--- src/rtl/pipe_stage_reg_if.sv ---
// Stage-to-stage bundle: the in_* side comes from the upstream stage and the out_* side is the registered copy.
// The register itself uses the slave modport; whatever feeds it uses master.
interface pipe_stage_reg_if #(
    parameter int PAYLOAD_W = 96,
    parameter int TNEW_W    = 2
);
    logic                 in_valid;
    logic [31:0]          in_pc;
    logic [31:0]          in_instr;
    logic [PAYLOAD_W-1:0] in_payload;
    logic [TNEW_W-1:0]    in_Tnew;
    logic [4:0]           in_exc;
    logic                 in_bd;

    logic                 out_valid;
    logic [31:0]          out_pc;
    logic [31:0]          out_instr;
    logic [PAYLOAD_W-1:0] out_payload;
    logic [TNEW_W-1:0]    out_Tnew;
    logic [4:0]           out_exc;
    logic                 out_bd;

    modport master (
        output in_valid, in_pc, in_instr, in_payload, in_Tnew, in_exc, in_bd,
        input  out_valid, out_pc, out_instr, out_payload, out_Tnew, out_exc, out_bd
    );

    modport slave (
        input  in_valid, in_pc, in_instr, in_payload, in_Tnew, in_exc, in_bd,
        output out_valid, out_pc, out_instr, out_payload, out_Tnew, out_exc, out_bd
    );
endinterface

--- src/rtl/pipe_stage_reg.sv ---
// Inter-stage pipeline register for the five-stage MIPS core: flush/stall/load with
// priority in that order, optional Tnew decrement, and saturating hold/bubble counters.
module pipe_stage_reg #(
    parameter int          PAYLOAD_W      = 96,
    parameter int          TNEW_W         = 2,
    parameter logic [31:0] RESET_PC       = 32'h3000,
    parameter bit          DEC_TNEW       = 1'b1,
    parameter bit          KEEP_BUBBLE_PC = 1'b1
) (
    input  logic                 clk,
    input  logic                 reset,
    input  logic                 stall,
    input  logic                 flush,
    input  logic                 clr_cnt,
    pipe_stage_reg_if.slave      bus,
    output logic [15:0]          hold_cnt,
    output logic [15:0]          bubble_cnt
);
    logic                 valid_q,   valid_d;
    logic [31:0]          pc_q,      pc_d;
    logic [31:0]          instr_q,   instr_d;
    logic [PAYLOAD_W-1:0] payload_q, payload_d;
    logic [TNEW_W-1:0]    tnew_q,    tnew_d;
    logic [4:0]           exc_q,     exc_d;
    logic                 bd_q,      bd_d;
    logic [15:0]          hold_cnt_q,   hold_cnt_d;
    logic [15:0]          bubble_cnt_q, bubble_cnt_d;
    logic [TNEW_W-1:0]    tnew_in;

    // Decrement floors at zero so a stage that already produced its result never wraps.
    assign tnew_in = (!DEC_TNEW || bus.in_Tnew == '0) ? (DEC_TNEW ? '0 : bus.in_Tnew)
                                                       : bus.in_Tnew - TNEW_W'(1);

    always_comb begin
        valid_d      = valid_q;
        pc_d         = pc_q;
        instr_d      = instr_q;
        payload_d    = payload_q;
        tnew_d       = tnew_q;
        exc_d        = exc_q;
        bd_d         = bd_q;
        hold_cnt_d   = hold_cnt_q;
        bubble_cnt_d = bubble_cnt_q;

        if (flush) begin
            valid_d   = 1'b0;
            instr_d   = '0;
            payload_d = '0;
            tnew_d    = '0;
            exc_d     = '0;
            // A bubble may still need the slot's PC/BD so a later exception reports a correct EPC.
            pc_d      = KEEP_BUBBLE_PC ? bus.in_pc : RESET_PC;
            bd_d      = KEEP_BUBBLE_PC ? bus.in_bd : 1'b0;
        end else if (!stall) begin
            valid_d   = bus.in_valid;
            pc_d      = bus.in_pc;
            bd_d      = bus.in_bd;
            instr_d   = bus.in_valid ? bus.in_instr   : '0;
            payload_d = bus.in_valid ? bus.in_payload : '0;
            tnew_d    = bus.in_valid ? tnew_in        : '0;
            exc_d     = bus.in_valid ? bus.in_exc     : '0;
        end

        if (clr_cnt) begin
            hold_cnt_d   = '0;
            bubble_cnt_d = '0;
        end else if (flush) begin
            if (bubble_cnt_q != 16'hFFFF) bubble_cnt_d = bubble_cnt_q + 16'd1;
        end else if (stall) begin
            if (hold_cnt_q != 16'hFFFF) hold_cnt_d = hold_cnt_q + 16'd1;
        end
    end

    always_ff @(posedge clk or negedge reset) begin
        if (!reset) begin
            valid_q      <= 1'b0;
            pc_q         <= RESET_PC;
            instr_q      <= '0;
            payload_q    <= '0;
            tnew_q       <= '0;
            exc_q        <= '0;
            bd_q         <= 1'b0;
            hold_cnt_q   <= '0;
            bubble_cnt_q <= '0;
        end else begin
            valid_q      <= valid_d;
            pc_q         <= pc_d;
            instr_q      <= instr_d;
            payload_q    <= payload_d;
            tnew_q       <= tnew_d;
            exc_q        <= exc_d;
            bd_q         <= bd_d;
            hold_cnt_q   <= hold_cnt_d;
            bubble_cnt_q <= bubble_cnt_d;
        end
    end

    assign bus.out_valid   = valid_q;
    assign bus.out_pc      = pc_q;
    assign bus.out_instr   = instr_q;
    assign bus.out_payload = payload_q;
    assign bus.out_Tnew    = tnew_q;
    assign bus.out_exc     = exc_q;
    assign bus.out_bd      = bd_q;
    assign hold_cnt        = hold_cnt_q;
    assign bubble_cnt      = bubble_cnt_q;
endmodule

--- src/flat_wrapper.sv ---
// flat-port wrapper written by rule: the top's interface ports become plain ports
module pipe_stage_reg_flat 
#(
    parameter int          PAYLOAD_W      = 96,
    parameter int          TNEW_W         = 2,
    parameter logic [31:0] RESET_PC       = 32'h3000,
    parameter bit          DEC_TNEW       = 1'b1,
    parameter bit          KEEP_BUBBLE_PC = 1'b1
)
  (clk, reset, stall, flush, clr_cnt, hold_cnt, bubble_cnt, bus_in_valid, bus_in_pc, bus_in_instr, bus_in_payload, bus_in_Tnew, bus_in_exc, bus_in_bd, bus_out_valid, bus_out_pc, bus_out_instr, bus_out_payload, bus_out_Tnew, bus_out_exc, bus_out_bd);
  pipe_stage_reg_if #(.PAYLOAD_W(PAYLOAD_W), .TNEW_W(TNEW_W)) bus_i ();
  input  logic clk;
  input  logic reset;
  input  logic stall;
  input  logic flush;
  input  logic clr_cnt;
  output logic [15:0] hold_cnt;
  output logic [15:0] bubble_cnt;
  input wire logic [$bits(bus_i.in_valid)-1:0] bus_in_valid;
  input wire logic [$bits(bus_i.in_pc)-1:0] bus_in_pc;
  input wire logic [$bits(bus_i.in_instr)-1:0] bus_in_instr;
  input wire logic [$bits(bus_i.in_payload)-1:0] bus_in_payload;
  input wire logic [$bits(bus_i.in_Tnew)-1:0] bus_in_Tnew;
  input wire logic [$bits(bus_i.in_exc)-1:0] bus_in_exc;
  input wire logic [$bits(bus_i.in_bd)-1:0] bus_in_bd;
  output wire logic [$bits(bus_i.out_valid)-1:0] bus_out_valid;
  output wire logic [$bits(bus_i.out_pc)-1:0] bus_out_pc;
  output wire logic [$bits(bus_i.out_instr)-1:0] bus_out_instr;
  output wire logic [$bits(bus_i.out_payload)-1:0] bus_out_payload;
  output wire logic [$bits(bus_i.out_Tnew)-1:0] bus_out_Tnew;
  output wire logic [$bits(bus_i.out_exc)-1:0] bus_out_exc;
  output wire logic [$bits(bus_i.out_bd)-1:0] bus_out_bd;
  assign bus_i.in_valid = bus_in_valid;
  assign bus_i.in_pc = bus_in_pc;
  assign bus_i.in_instr = bus_in_instr;
  assign bus_i.in_payload = bus_in_payload;
  assign bus_i.in_Tnew = bus_in_Tnew;
  assign bus_i.in_exc = bus_in_exc;
  assign bus_i.in_bd = bus_in_bd;
  assign bus_out_valid = bus_i.out_valid;
  assign bus_out_pc = bus_i.out_pc;
  assign bus_out_instr = bus_i.out_instr;
  assign bus_out_payload = bus_i.out_payload;
  assign bus_out_Tnew = bus_i.out_Tnew;
  assign bus_out_exc = bus_i.out_exc;
  assign bus_out_bd = bus_i.out_bd;
  pipe_stage_reg #(.PAYLOAD_W(PAYLOAD_W), .TNEW_W(TNEW_W), .RESET_PC(RESET_PC), .DEC_TNEW(DEC_TNEW), .KEEP_BUBBLE_PC(KEEP_BUBBLE_PC)) u_core (.clk(clk), .reset(reset), .stall(stall), .flush(flush), .clr_cnt(clr_cnt), .bus(bus_i), .hold_cnt(hold_cnt), .bubble_cnt(bubble_cnt));
endmodule
--- config.mk ---
export PLATFORM = sky130hd
export DESIGN_NAME = pipe_stage_reg_flat
export DESIGN_NICKNAME = d
export VERILOG_FILES = /design/src/rtl/pipe_stage_reg_if.sv /design/src/rtl/pipe_stage_reg.sv /design/src/flat_wrapper.sv
export SDC_FILE = /design/constraint.sdc
export NUM_CORES = 1
export LEC_CHECK = 0
export ABC_CLOCK_PERIOD_IN_PS = 2600
export CORE_AREA = 2 2 145 147
export DETAILED_ROUTE_END_ITERATION = 16
export DIE_AREA = 0 0 147 149
export HOLD_SLACK_MARGIN = 0.02
export PLACE_DENSITY = 0.85
export SLEW_MARGIN = 20
export SYNTH_ARGS = -nofsm -noshare
export SYNTH_HDL_FRONTEND = slang
export SYNTH_SLANG_ARGS = --single-unit
--- constraint.sdc ---
create_clock -name clk -period 2.6 [get_ports clk]
set_clock_uncertainty 0.1 [all_clocks]
set_input_delay 0.78 -clock clk [delete_from_list [all_inputs] [get_ports clk]]
set_output_delay 0.78 -clock clk [all_outputs]
set_load 0.01 [all_outputs]
Yosys cells after proc, flatten, opt, wreduce, memory -nomap -nowiden
Cells that the tools add are included.
- register bits: 201
- input port bits: 174
- output and inout bits: 201
- equal/unequal tests: 4
- mux-type cells: 26
- add/sub/neg operators: 3
- reductions and logical operators: 7
- operator list (cell ; count):
    2-to-1 mux 96 bit ; 3
    2-to-1 mux 32 bit ; 5
    2-to-1 mux 16 bit ; 7
    adder 16 x 1 -> 16 bit, second input constant ; 2
    != test 16 bit, second input constant ; 2
    2-to-1 mux 5 bit ; 3
    2-to-1 mux 2 bit ; 4
    nonzero test 2 bit ; 4
    2-to-1 mux 1 bit ; 4
    != test 2 x 1 -> 1 bit, second input constant ; 2
    AND reduction 3 bit ; 1
    logical NOT 2 bit ; 1
    AND reduction 2 bit ; 1
    subtractor 2 x 1 -> 2 bit, second input constant ; 1

Logic depth before layout (Yosys ltp)
- depth in word-level cells: 5
- gate-level depth with buffers: 8

Worst setup path after synthesis
OpenSTA, ideal clock, no wires.
- kind: input port to flip-flop
- start: in flush
- end: reg u_core.bubble_cnt_q[13], in the netlist u_core.bubble_cnt[13]
- cell stages on the path: 5
- slack: 416 ps
- path buffers: 1
- library setup time: 125 ps
- arrival time: 1959 ps
- path through: nand4_2 -> or3_1 -> clkbuf_2 -> nor4_1 -> mux2_2
- cells in the longest elaborated chain, start to end: 2
- ends and longest elaborated chain (item ; line ; source):
    start, declared ; flat_wrapper.sv:15 ; input logic flush;
    nonzero test 2 bit (no source line) ; -- ;
    AND reduction 2 bit (no source line) ; -- ;
    end signal, assigned ; pipe_stage_reg.sv:94 ; bubble_cnt_q <= bubble_cnt_d;
    end, declared ; pipe_stage_reg.sv:27 ; logic [15:0] bubble_cnt_q, bubble_cnt_d;
Every way passes these cells.
A chain may end at the register's enable or synchronous reset.

Final worst setup path
- start: reg u_core.bubble_cnt_q[5], in the netlist u_core.bubble_cnt[5]
- end: out bubble_cnt[5]
- RTL lines (item ; line ; source):
    end, declared ; flat_wrapper.sv:18 ; output logic [15:0] bubble_cnt;
No word-level cell between the ends.

==> flow_metrics.env <==
export IMPL_synth_seq_area_share=0.654
export IMPL_antenna_found_initial=2
export IMPL_synth_area_sq_um=7700
export IMPL_fp_dieH_um=149
export IMPL_critPathMaxFanout=7
export IMPL_start_util=0.374
export IMPL_insertion_delay_ns=0.51
export IMPL_ys_warn_count=0
export IMPL_power_density_nw_per_um2=574
export IMPL_ant_nets=0
export IMPL_max_stage_delay_ns=0.60
export IMPL_cts_root_buf="clkbuf_16"
export IMPL_fin_nets=1149
export IMPL_vdd_ir_drop_max_mv=0.472
export IMPL_place_area_sq_um=12100
export IMPL_grt_first_pass_wirelength_mm=37.5
export IMPL_wirelength_mm=24.5
export IMPL_hold_violations=0
export IMPL_final_common_cell="clkdlybuf4s50_1"
export IMPL_viasPerCell=5.25
export IMPL_drv_slew=0
export IMPL_rrSetupSlack_ns=0.36
export IMPL_ios=375
export IMPL_setup_slack_ns=0.136
export IMPL_wl_per_cell_um=19.3
export IMPL_io_buffer_count=374
export IMPL_drtIter0Drc=316
export IMPL_cts_buffer_depth=3
export IMPL_crit_arrival_ns=1.58
export IMPL_synth_seq_cells=201
export IMPL_max_slew_margin=0.463
export IMPL_critical_path_required_ns=1.72
export IMPL_syn_to_final_growth_pct=67.1
export IMPL_grt_setup_unrepaired="false"
export IMPL_path_class="flop to primary output"
export IMPL_slowest_stage="clkdlybuf4s50_1"
export IMPL_grt_usage=0.213
export IMPL_place_ws_ns=-0.118
export IMPL_grt_max_degree=68
export IMPL_grt_pass1_vias=6777
export IMPL_min_period_over_period=0.948
export IMPL_maxCapViolCount=0
export IMPL_first_pass_iters=6
export IMPL_core_area_sq_um=20600
export IMPL_path_buf_inv=1
export IMPL_htreeDepth=1
export IMPL_layout_common_cells="clkdlybuf4s50_1, dfrtp_1, a22o_1"
export IMPL_ctsHoldBuffers=0
export IMPL_design_area_sq_um=12900
export IMPL_clock_sinks=201
export IMPL_cp_start_kind="flop"
export IMPL_finalSetupViolCount=0
export IMPL_cts_buffers=23
export IMPL_worst_slew_pin_slew_ns=0.803
export IMPL_hpwl_mm=17.9
export IMPL_synth_fp_nets=743
export IMPL_status="finished clean"
export IMPL_post_cts_resized=0
export IMPL_path_delay_family="buffers and inverters"
export IMPL_die_area_sq_um=21900
export IMPL_drive_above_1_share=0.128
export IMPL_netlist_instances=567
export IMPL_max_freq_ghz=0.406
export IMPL_post_cts_buffers=0
export IMPL_path_clk_slew_ns=0.06
export IMPL_cts_tree="yes"
export IMPL_drc=0
export IMPL_cp_end_kind="primary output"
export IMPL_synth_avg_cell_area_sq_um=13.6
export IMPL_routabilityCongestion=0.821
export IMPL_p_leak_nw=5.52
export IMPL_cp_cell_sequence="clkdlybuf4s50_1"
export IMPL_vias=6657
export IMPL_die_w_um=147
export IMPL_holdCritPathClass="primary input to asynchronous set/reset pin"
export IMPL_min_period_ns=2.46
export IMPL_rows=53
export IMPL_yosysUniqueCellTypes=39
export IMPL_globalRoute_totalOverflow=0
## cell type report
type                            count  area [sq um]
Antenna cell                        2          5.00
Clock buffer                       39           706
Timing Repair Buffer              424          4240
Inverter                            3          11.3
Fill cell                        1533          7690
Clock inverter                      3          22.5
Multi-Input combinational cell    320          2510
Tap cell                          275           344
Sequential cell                   201          5030
## layer usage
layer,global-route usage,share of wire,vias to the layer above
met4,0.0668,0.027,0
met1,0.264,0.39,3294
met5,0,0,-
li1,-,-,2996
met3,0.0606,0.086,55
met2,0.364,0.50,312
## metrics by stage
| step | power [mW] | TNS, ns | instances | hold WS (ns) | util |
|---|---|---|---|---|---|
| after global routing | 7.69 | 0 | 1267 | 0.194 | 0.626 |
| after CTS | 7.48 | 0 | 1265 | 0.177 | 0.625 |
| final | 7.39 | 0 | 1267 | 0.173 | 0.626 |
| after detailed placement | 4.36 | -0.718 | 1223 | 0.365 | 0.590 |
| after floorplan | 3.64 | 0 | 567 | 0.384 | - |
| after global placement | 4.34 | -0.222 | 1223 | 0.357 | 0.590 |
## sequential cells by signal, indices dropped and copies added, names as in the netlist
name and cells:
u_core.bus.out_pc 32, u_core.bus.out_Tnew 2, u_core.bus.out_valid 1, u_core.hold_cnt 16, u_core.bus.out_bd 1, u_core.bus.out_instr 32
u_core.bus.out_exc 5, u_core.bubble_cnt 16, u_core.bus.out_payload 96
## where the power goes
| part | internal (mW) | total (mW) | switching, mW |
|---|---|---|---|
| registers | 3.26 | 3.34 | 0.0785 |
| logic | 0.592 | 0.961 | 0.370 |
| clock network | 1.84 | 3.09 | 1.25 |
| total | 5.69 | 7.39 | 1.70 |
## cells in the mapped netlist, drive strengths merged
| cell type | instances | area, sq um |
|---|---|---|
| mux2i | 2 | 20.0 |
| ha | 2 | 25.0 |
| or4 | 11 | 82.6 |
| dfstp | 2 | 52.6 |
| or2 | 2 | 12.5 |
| nand3 | 10 | 55.1 |
| and4 | 2 | 17.5 |
| nand2 | 11 | 41.3 |
| o31ai | 11 | 82.6 |
| and4b | 1 | 10.0 |
| a22o | 133 | 1160 |
| o22ai | 1 | 6.26 |
| clkbuf | 33 | 125 |
| nand2b | 2 | 12.5 |
| nor3b | 1 | 7.51 |
| nor2b | 4 | 25.0 |
| and3 | 3 | 18.8 |
| or3 | 12 | 75.1 |
| a211oi | 1 | 7.51 |
| nand4 | 13 | 87.6 |
| nor4 | 4 | 25.0 |
| nor3 | 6 | 30.0 |
| a21o | 1 | 7.51 |
| a21oi | 24 | 120 |
| a32o | 1 | 10.0 |
| inv | 3 | 11.3 |
| nor2 | 10 | 37.5 |
| buf | 10 | 50.1 |
| dfrtp | 199 | 4980 |
| mux2 | 35 | 394 |
| and3b | 1 | 8.76 |
| o21ai | 12 | 60.1 |
| o2111ai | 1 | 8.76 |
| xor2 | 2 | 17.5 |
| o41ai | 1 | 8.76 |
## cells by family after synthesis
logic type | Yosys count | synth area share
compound gates | 186 | 0.192
xor+xnor | 2 | 0.00228
fa+ha+maj | 2 | 0.00325
buf+inv | 46 | 0.0242
flops | 201 | 0.654
mux | 37 | 0.0538
simple gates | 93 | 0.0710
## worst paths after layout
check / start / endpoint / depth (start not counted)
setup / recovery: u_core.bubble_cnt[5] / bubble_cnt[5] / 1
hold / removal: reset / u_core.bus.out_exc[0] / 1
setup reg to reg: u_core.hold_cnt[0] / u_core.hold_cnt[1] / 6
hold reg to reg: u_core.bus.out_valid / u_core.bus.out_valid / 1
max in group asynchronous: reset / u_core.bus.out_pc[12] / 2
min in group clk: u_core.bus.out_valid / u_core.bus.out_valid / 1
(Power assumes the default switching activity.)
